===== src/rtl/call_stack.sv =====
// call_stack: hardware return-address stack for CALL/RET.
// Holds DEPTH entries of WIDTH bits behind a stack pointer that also
// serves as the entry count. Overflow and underflow set a sticky error
// flag that only reset clears. The top-of-stack output is decoded from
// registered state only, so Input never reaches Output in the same cycle.
//
// Handshake: push and pop are single-cycle strobes sampled on every
// rising clk edge. There is no ready. Requests that cannot be honoured
// (push while full, pop while empty) are dropped and flag error.
//
// Reset: rst is asynchronous and active-low. Assertion clears sp and
// error at once. Release passes through a two-flop synchroniser, so
// the stack starts taking requests on the third clk edge after rst
// rises. No partial update can happen on the release edge.
module call_stack #(
  parameter int UUID  = 0,
  parameter     NAME  = "",
  parameter int DEPTH = 16,
  parameter int WIDTH = 8,
  localparam int CW   = $clog2(DEPTH + 1)
) (
  input  logic             clk,
  input  logic             rst,
  input  logic             push,
  input  logic             pop,
  input  logic [WIDTH-1:0] Input,
  output logic [WIDTH-1:0] Output,
  output logic             full,
  output logic             empty,
  output logic [CW-1:0]    count,
  output logic             error
);

  localparam int AW = (DEPTH > 1) ? $clog2(DEPTH) : 1;

  logic [1:0]       rst_sync_q;
  logic             rst_int_n;
  logic [CW-1:0]    sp_q;
  logic [CW-1:0]    sp_d;
  logic             error_q;
  logic             error_d;
  logic             wr_en;
  logic [CW-1:0]    wr_idx;
  logic [CW-1:0]    top_idx;
  logic [WIDTH-1:0] mem_q [DEPTH];

  // Reset synchroniser: assert asynchronously, release after two clk edges
  always_ff @(posedge clk or negedge rst) begin
    if (!rst) begin
      rst_sync_q <= 2'b00;
    end else begin
      rst_sync_q <= {rst_sync_q[0], 1'b1};
    end
  end

  assign rst_int_n = rst_sync_q[1];

  // Flags and top-of-stack index are decoded from the registered pointer
  assign full    = (sp_q == CW'(DEPTH));
  assign empty   = (sp_q == '0);
  assign count   = sp_q;
  assign error   = error_q;
  assign top_idx = sp_q - CW'(1);

  // Storage write decode: push+pop on a non-empty stack replaces the top entry
  always_comb begin
    wr_en  = 1'b0;
    wr_idx = sp_q;
    if (rst_int_n) begin
      if (push && pop && !empty) begin
        wr_en  = 1'b1;
        wr_idx = top_idx;
      end else if (push && !full) begin
        wr_en  = 1'b1;
        wr_idx = sp_q;
      end
    end
  end

  // Next pointer and sticky error; sp saturates inside 0..DEPTH
  always_comb begin
    sp_d    = sp_q;
    error_d = error_q;
    if (push && pop) begin
      if (empty) begin
        sp_d = sp_q + CW'(1);
      end
    end else if (push) begin
      if (full) begin
        error_d = 1'b1;
      end else begin
        sp_d = sp_q + CW'(1);
      end
    end else if (pop) begin
      if (empty) begin
        error_d = 1'b1;
      end else begin
        sp_d = sp_q - CW'(1);
      end
    end
  end

  // Pointer and error registers, cleared asynchronously by reset
  always_ff @(posedge clk or negedge rst_int_n) begin
    if (!rst_int_n) begin
      sp_q    <= '0;
      error_q <= 1'b0;
    end else begin
      sp_q    <= sp_d;
      error_q <= error_d;
    end
  end

  // Entry storage; contents are not reset because empty masks them
  always_ff @(posedge clk) begin
    if (wr_en) begin
      mem_q[wr_idx[AW-1:0]] <= Input;
    end
  end

  // Top-of-stack read, zero when the stack holds nothing
  always_comb begin
    Output = '0;
    if (!empty) begin
      Output = mem_q[top_idx[AW-1:0]];
    end
  end

endmodule

===== config.mk =====
export PLATFORM = sky130hd
export DESIGN_NAME = call_stack
export DESIGN_NICKNAME = d
export VERILOG_FILES = /design/src/rtl/call_stack.sv
export SDC_FILE = /design/constraint.sdc
export NUM_CORES = 1
export LEC_CHECK = 0
export ABC_AREA = 1
export BUFFER_PORTS_ARGS = -buffer_cell sky130_fd_sc_hd__buf_2
export CORE_ASPECT_RATIO = 1.2
export CORE_MARGIN = 5
export CORE_UTILIZATION = 52
export CTS_CLUSTER_DIAMETER = 120
export DETAILED_ROUTE_END_ITERATION = 7
export HOLD_SLACK_MARGIN = 0.02
export PLACE_DENSITY = 0.69
export SYNTH_ARGS = -nofsm -noshare
export SYNTH_HDL_FRONTEND = slang
export SYNTH_SLANG_ARGS = --single-unit
export TNS_END_PERCENT = 20

===== constraint.sdc =====
create_clock -name clk -period 2.7 [get_ports clk]
set_input_delay 0.405 -clock clk [delete_from_list [all_inputs] [get_ports clk]]
set_output_delay 0.405 -clock clk [all_outputs]
set_load 0.005 [all_outputs]

==> metrics.md, run 1 <==
| Metric | Value |
|---|---|
| Hold crit path type | flop to asynchronous set/reset pin |
| Outcome | finished, final reports clean |
| Buffers on Ports | 27 |
| #FFs+latches synth | 136 |
| Leak | 2.74 nW |
| Leading area contributor after synthesis | edfxtp_1 |
| Worst r2r src | count[0] |
| Routed via count | 4092 |
| Post-Route Setup TNS | 0 ns |
| Synth warnings | 0 |
| Most common cell after layout, fill and taps aside | nand2_1 |
| CP Cell Sequence | inv_4 -> ha_4 -> buf_4 -> xnor2_2 -> buf_6 -> buf_6 -> nand3_1 -> nand3_1 -> a21oi_1 -> buf_2 |
| Worst-Margin Slew | 0.689 ns |
| Fmax | 379 MHz |
| Clock Latency Late Sink | 0.42 ns |
| Post-Syn Nets | 553 |
| R2R Path End | mem_q[9][6] |
| Initial DRT Pass Iterations | 5 |
| First DRT Iteration DRCs | 409 |
| Crit share post-route | 0.977 |
| Max incr delay on CP | 0.40 ns |
| Grt total ovfl | 0 |
| Area Overhead vs Synth | 18.3% |
| Slew Limit Fails | 0 |
| Core Area | 11000 um^2 |
| Clock-pin slew on the worst setup and hold paths | 0.06 ns |
| Critical path data required time | 2.30 ns |
| Fraction of layout cells with a size suffix above 1 | 0.168 |
| Number of remaining DRC errors | 0 |
| IR drop worst, VDD | 0.723 mV |
| Die footprint | 13500 um^2 |
| CP startpoint | count[0] |
| Chip height | 126 um |
| Synth cell types | 25 |
| # diodes | 0 |
| # IOs | 28 |
| Num CTS Buffers | 17 |
| Rows | 42 |
| Nets@finish | 605 |
| Synth Cell Area | 5870 um^2 |
| Crit end category | output pin |
| Routed len/inst | 18.9 um |
| Clock Tree Root | clkbuf_16 |
| Crit Path Class | flop to output pin |
| Clock Skew | 0.00736 ns |
| Synth area leaders | edfxtp_1 (65%), nand2_1 (11%), nand3_1 (8.3%), dfrtp_1 (3.4%), nor2_1 (2.0%) |
| Cell count after synthesis | 538 |
| H-tree levels | 4 |
| Setup crit start kind | flop |
| Largest net degree at the start of global routing | 70 |
| Global-route wire length before repair | 21500 um |
| Commonest cells after routing, fill and taps aside | nand2_1 (179), edfxtp_1 (128), nand3_1 (96), nor2_1 (32), buf_2 (27) |
| Clk sinks | 136 |
| Final ANT Viol Nets | 0 |
| Clk buf depth | 2 |
| Min Clock Period, post-route | 2.64 ns |
| Initial Utilization | 0.532 |
| Total track usage | 0.212 |
| FF-to-FF path depth | 8 |
| R2r setup slk | 0.18 ns |
| # setup viols final | 0 |
| Fillers | 847 |
| Total Wirelength | 13900 um |
| Vias in the first global route | 3956 |
| Max-cap viol count | 0 |
| Chip width | 107 um |
| Crit Path Max Fanout | 9 |
| CP max-delay cell | dfrtp_2 |
| Power Density | 1270 nW/um^2 |
| RSZ-0062 raised after global routing | false |
| CP arrival | 2.23 ns |
| Top-area cell type share of the netlist area | 0.655 |
| Initial antenna violation count | 0 |
| Finished Core Util | 0.629 |
| Final Hold Fails | 0 |
| Seq/Total Area, Yosys | 0.689 |
| Via density | 5.57 |
| Routability cong. | 0.927 |
| Slew HR | 0.539 |
| Detailed Place HPWL | 8270 um |
| CTS tree | built |
| Mapped Avg Cell Area | 10.9 um^2 |
==> synth_stat cells (all sizes together) <==
library cell / instances
clkbuf: 11
o21bai: 1
clkinv: 1
xnor2: 1
nand2: 183
edfxtp: 128
inv: 18
conb: 1
ha: 3
buf: 16
nor2: 33
xor2: 9
o21ai: 10
a21oi: 17
nand3: 98
dfrtp: 8
==> layout make-up <==
class                      instances  area, um^2  share of cell area
sequential                       136        4050               0.583
multi-input combinational        356        1650               0.238
timing repair buffer              60         449              0.0647
clock buffer                      17         425              0.0613
tap                              132         165              0.0238
clock inverter                    14         133              0.0191
inverter                          19        73.8              0.0106
==> registers in the layout (all words and copies together), names as in the netlist <==
register	cells
error	1
count	5
rst_sync_q	2
mem_q	128
==> power breakdown <==
part	switching (mW)	leakage (nW)	internal (mW)	total (mW)
logic	2.58	1.22	1.52	4.10
clock network	0.846	0.272	1.34	2.19
registers	0.0943	1.25	2.46	2.56
total	3.52	2.74	5.32	8.84
==> metal layers <==
metal	GRT usage	vias to the layer above	part of all wire
met4	0.101	0	0.030
met1	0.278	1919	0.41
met2	0.334	197	0.47
met5	0	-	0
met3	0.0498	35	0.081
li1	-	1941	-
==> critical path: cells and delay by family (launching register included) <==
family	cells	cell delay (ns)
compound gates	1	0.17
xor+xnor	1	0.13
fa+ha+maj	1	0.18
buf+inv	5	0.65
flops	1	0.40
simple gates	2	0.27
==> logic make-up after synthesis <==
group / share of synthesized area
AND/OR/NAND/NOR: 0.226
adder cells (fa/ha/maj): 0.00640
AO/OA/AOI/OAI: 0.0243
buffers and inverters: 0.0367
flip-flops: 0.689
XOR/XNOR: 0.0175
other: 0.000639
==> timing repair <==
| item | CTS | global route |
|---|---|---|
| hold buffers | 1 | 0 |
| setup endpoints to repair | 8 | 8 |
| buffers inserted | 4 | 5 |
| hold endpoints to repair | 2 | 0 |
| resized for setup | 2 | 14 |
==> worst max path at each step <==
stage | endpoint | slack [ns]
after CTS | Output[5] | 0.0004
after global placement | Output[4] | 0.20
after global routing | Output[4] | 0.0001
after detailed placement | Output[4] | 0.16
after floorplan | mem_q[0][0] | 0.15
final | Output[6] | 0.06
==> per-stage QoR <==
step | total power, mW | cell area, um^2 | instances | setup WS, ns | hold slack (ns)
finish | 8.84 | 6940 | 734 | 0.0629 | 0.187
global route | 9.36 | 6940 | 734 | 0.000141 | 0.205
CTS | 8.48 | 6830 | 729 | 0.000396 | 0.193
detailed placement | 6.17 | 6210 | 693 | 0.163 | 0.180
global placement | 6.14 | 6210 | 693 | 0.199 | 0.188
floorplan | 4.96 | 5870 | 538 | 0.148 | 0.0769
No activity file was read; power rests on OpenSTA's default activity.
==> inputs of run 2 (changes only) <==
--- a/config.mk
+++ b/config.mk
@@ -9,11 +9,10 @@
 export BUFFER_PORTS_ARGS = -buffer_cell sky130_fd_sc_hd__buf_2
 export CORE_ASPECT_RATIO = 1.2
 export CORE_MARGIN = 5
-export CORE_UTILIZATION = 52
+export CORE_UTILIZATION = 25
 export CTS_CLUSTER_DIAMETER = 120
 export DETAILED_ROUTE_END_ITERATION = 7
 export HOLD_SLACK_MARGIN = 0.02
-export PLACE_DENSITY = 0.69
 export SYNTH_ARGS = -nofsm -noshare
 export SYNTH_HDL_FRONTEND = slang
 export SYNTH_SLANG_ARGS = --single-unit
==> metrics.md, run 2 (same netlist as run 1, synthesis figures left out) <==
| Metric | Value |
|---|---|
| Die footprint | 26700 um^2 |
| Core Area | 23100 um^2 |
| Fmax | 368 MHz |
| Clock Tree Root | clkbuf_16 |
| Total Wirelength | 14000 um |
| Routed via count | 3954 |
| Crit Path Max Fanout | 40 |
| Initial Utilization | 0.254 |
| CTS tree | built |
| H-tree levels | 4 |
| Rows | 61 |
| Final ANT Viol Nets | 0 |
| Number of remaining DRC errors | 0 |
| Critical path data required time | 2.30 ns |
| Initial DRT Pass Iterations | 5 |
| Worst setup margin | -0.0202 ns |
| Area Overhead vs Synth | 20.8% |
| CP arrival | 2.32 ns |
| Violated checks | negative setup slack |
| # setup viols final | 3 |
| Worst-Margin Slew | 0.767 ns |
| Setup crit start kind | flop |
| Crit Path Class | flop to output pin |
| Placed insts | 878 |
| CP startpoint | count[0] |
| Slew HR | 0.487 |
| Slew Limit Fails | 0 |
| Hold crit path type | flop to asynchronous set/reset pin |
| Num CTS Buffers | 17 |
| Clock-pin slew on the worst setup and hold paths | 0.06 ns |
| RSZ-0062 raised after global routing | true |
| Initial antenna violation count | 3 |
| Clk sinks | 136 |
| Commonest cells after routing, fill and taps aside | nand2_1 (179), edfxtp_1 (128), nand3_1 (97), nor2_1 (31), buf_2 (27) |
| # IOs | 28 |
| Global-route wire length before repair | 21600 um |
| Outcome | finished with violations |
| First DRT Iteration DRCs | 314 |
| Fillers | 2334 |
| Most common cell after layout, fill and taps aside | nand2_1 |
| Buffers on Ports | 27 |
| Worst r2r src | count[0] |
| Clock Skew | 0.00918 ns |
| Clk buf depth | 2 |
| Final Cell Area | 7090 um^2 |
| Power Density | 1210 nW/um^2 |
| Routed len/inst | 15.3 um |
| Max-cap viol count | 0 |
| Crit share post-route | 1.01 |
| Chip width | 150 um |
| Vias in the first global route | 3760 |
| Leak | 2.69 nW |
| Grt total ovfl | 0 |
| Final Hold Fails | 0 |
| Non-filler cells in the finished layout | 913 |
| Total track usage | 0.108 |
| Area after DPL | 6460 um^2 |
| Max reg flops | 128 |
| Min Clock Period, post-route | 2.72 ns |
| Largest net degree at the start of global routing | 69 |
| Clock Latency Late Sink | 0.41 ns |
| Crit end category | output pin |
| Detailed Place HPWL | 8870 um |
| IR drop worst, VDD | 0.601 mV |
| Nets@finish | 599 |
| Via density | 4.33 |
| Fraction of layout cells with a size suffix above 1 | 0.162 |
| Chip height | 178 um |
| Routability cong. | 0.886 |
==> run 2: changes by cell type in the layout (fill, tap and decap cells not counted), moves of 2 or more <==
cell and change:
inv_6 +3, clkinv_1 -3, buf_4 -4, buf_8 -2, clkinvlp_4 +2, clkinv_2 -2, ha_4 -2
==> run 2: repair_timing <==
action                     CTS  global route
hold buffers                 1             0
setup endpoints to repair    8            40
resized for setup            8             2
hold endpoints to repair     2             0
buffers inserted             1             0
pin swaps                    0             0
==> run 2: final cells by class <==
cell class	count	area, um^2	area share
sequential	136	4050	0.571
antenna	1	2.50	0.000353
clock inverter	15	143	0.0201
inverter	19	71.3	0.0101
tap	315	394	0.0556
multi-input combinational	356	1630	0.229
clock buffer	17	425	0.0600
timing repair buffer	54	380	0.0537
==> run 2: where the power goes <==
part / internal, mW / leakage, nW / switching (mW)
registers: 2.46 / 1.25 / 0.0831
clock network: 1.28 / 0.269 / 0.911
logic: 1.30 / 1.18 / 2.52
total: 5.05 / 2.69 / 3.52
==> run 2: through the flow <==
stage / util / TNS, ns / worst slack (ns) / hold slack [ns] / total power [mW]
3_3_place_gp: 0.279 / 0 / 0.210 / 0.189 / 6.26
3_5_place_dp: 0.279 / 0 / 0.181 / 0.178 / 6.27
5_1_grt: 0.306 / -3.66 / -0.153 / 0.214 / 9.11
6_report: 0.306 / -0.0439 / -0.0202 / 0.183 / 8.56
2_1_floorplan: - / 0 / 0.148 / 0.0769 / 4.96
4_1_cts: 0.306 / 0 / 0.00409 / 0.191 / 8.60
==> run 2: final timing paths <==
kind,slack (ns),cells past startpoint,endpoint
worst max register to register,0.16,7,mem_q[8][5]
worst max-delay path,-0.02,9,Output[5]
min in group clk,0.32,3,error
max in group asynchronous,2.31,2,rst_sync_q[0]
worst min register to register,0.18,1,error
worst min-delay path,0.18,1,error
==> run 2: routing by layer <==
metal  track usage  vias to the layer above  routed length [um]
met4        0.0381                        4                 197
met5             0                        -                  27
met1         0.132                     1902                5910
li1              -                     1939                   -
met3        0.0250                       18                 626
met2         0.186                       91                7220
==> run 2: critical path, stage by stage, from the launching register on <==
cell	delay [ns]
dfrtp_2	0.37
inv_2	0.10
ha_1	0.34
buf_6	0.34
nand3_1	0.13
nand3_1	0.14
nand2_1	0.08
nor2_1	0.17
nor2_1	0.08
buf_2	0.13
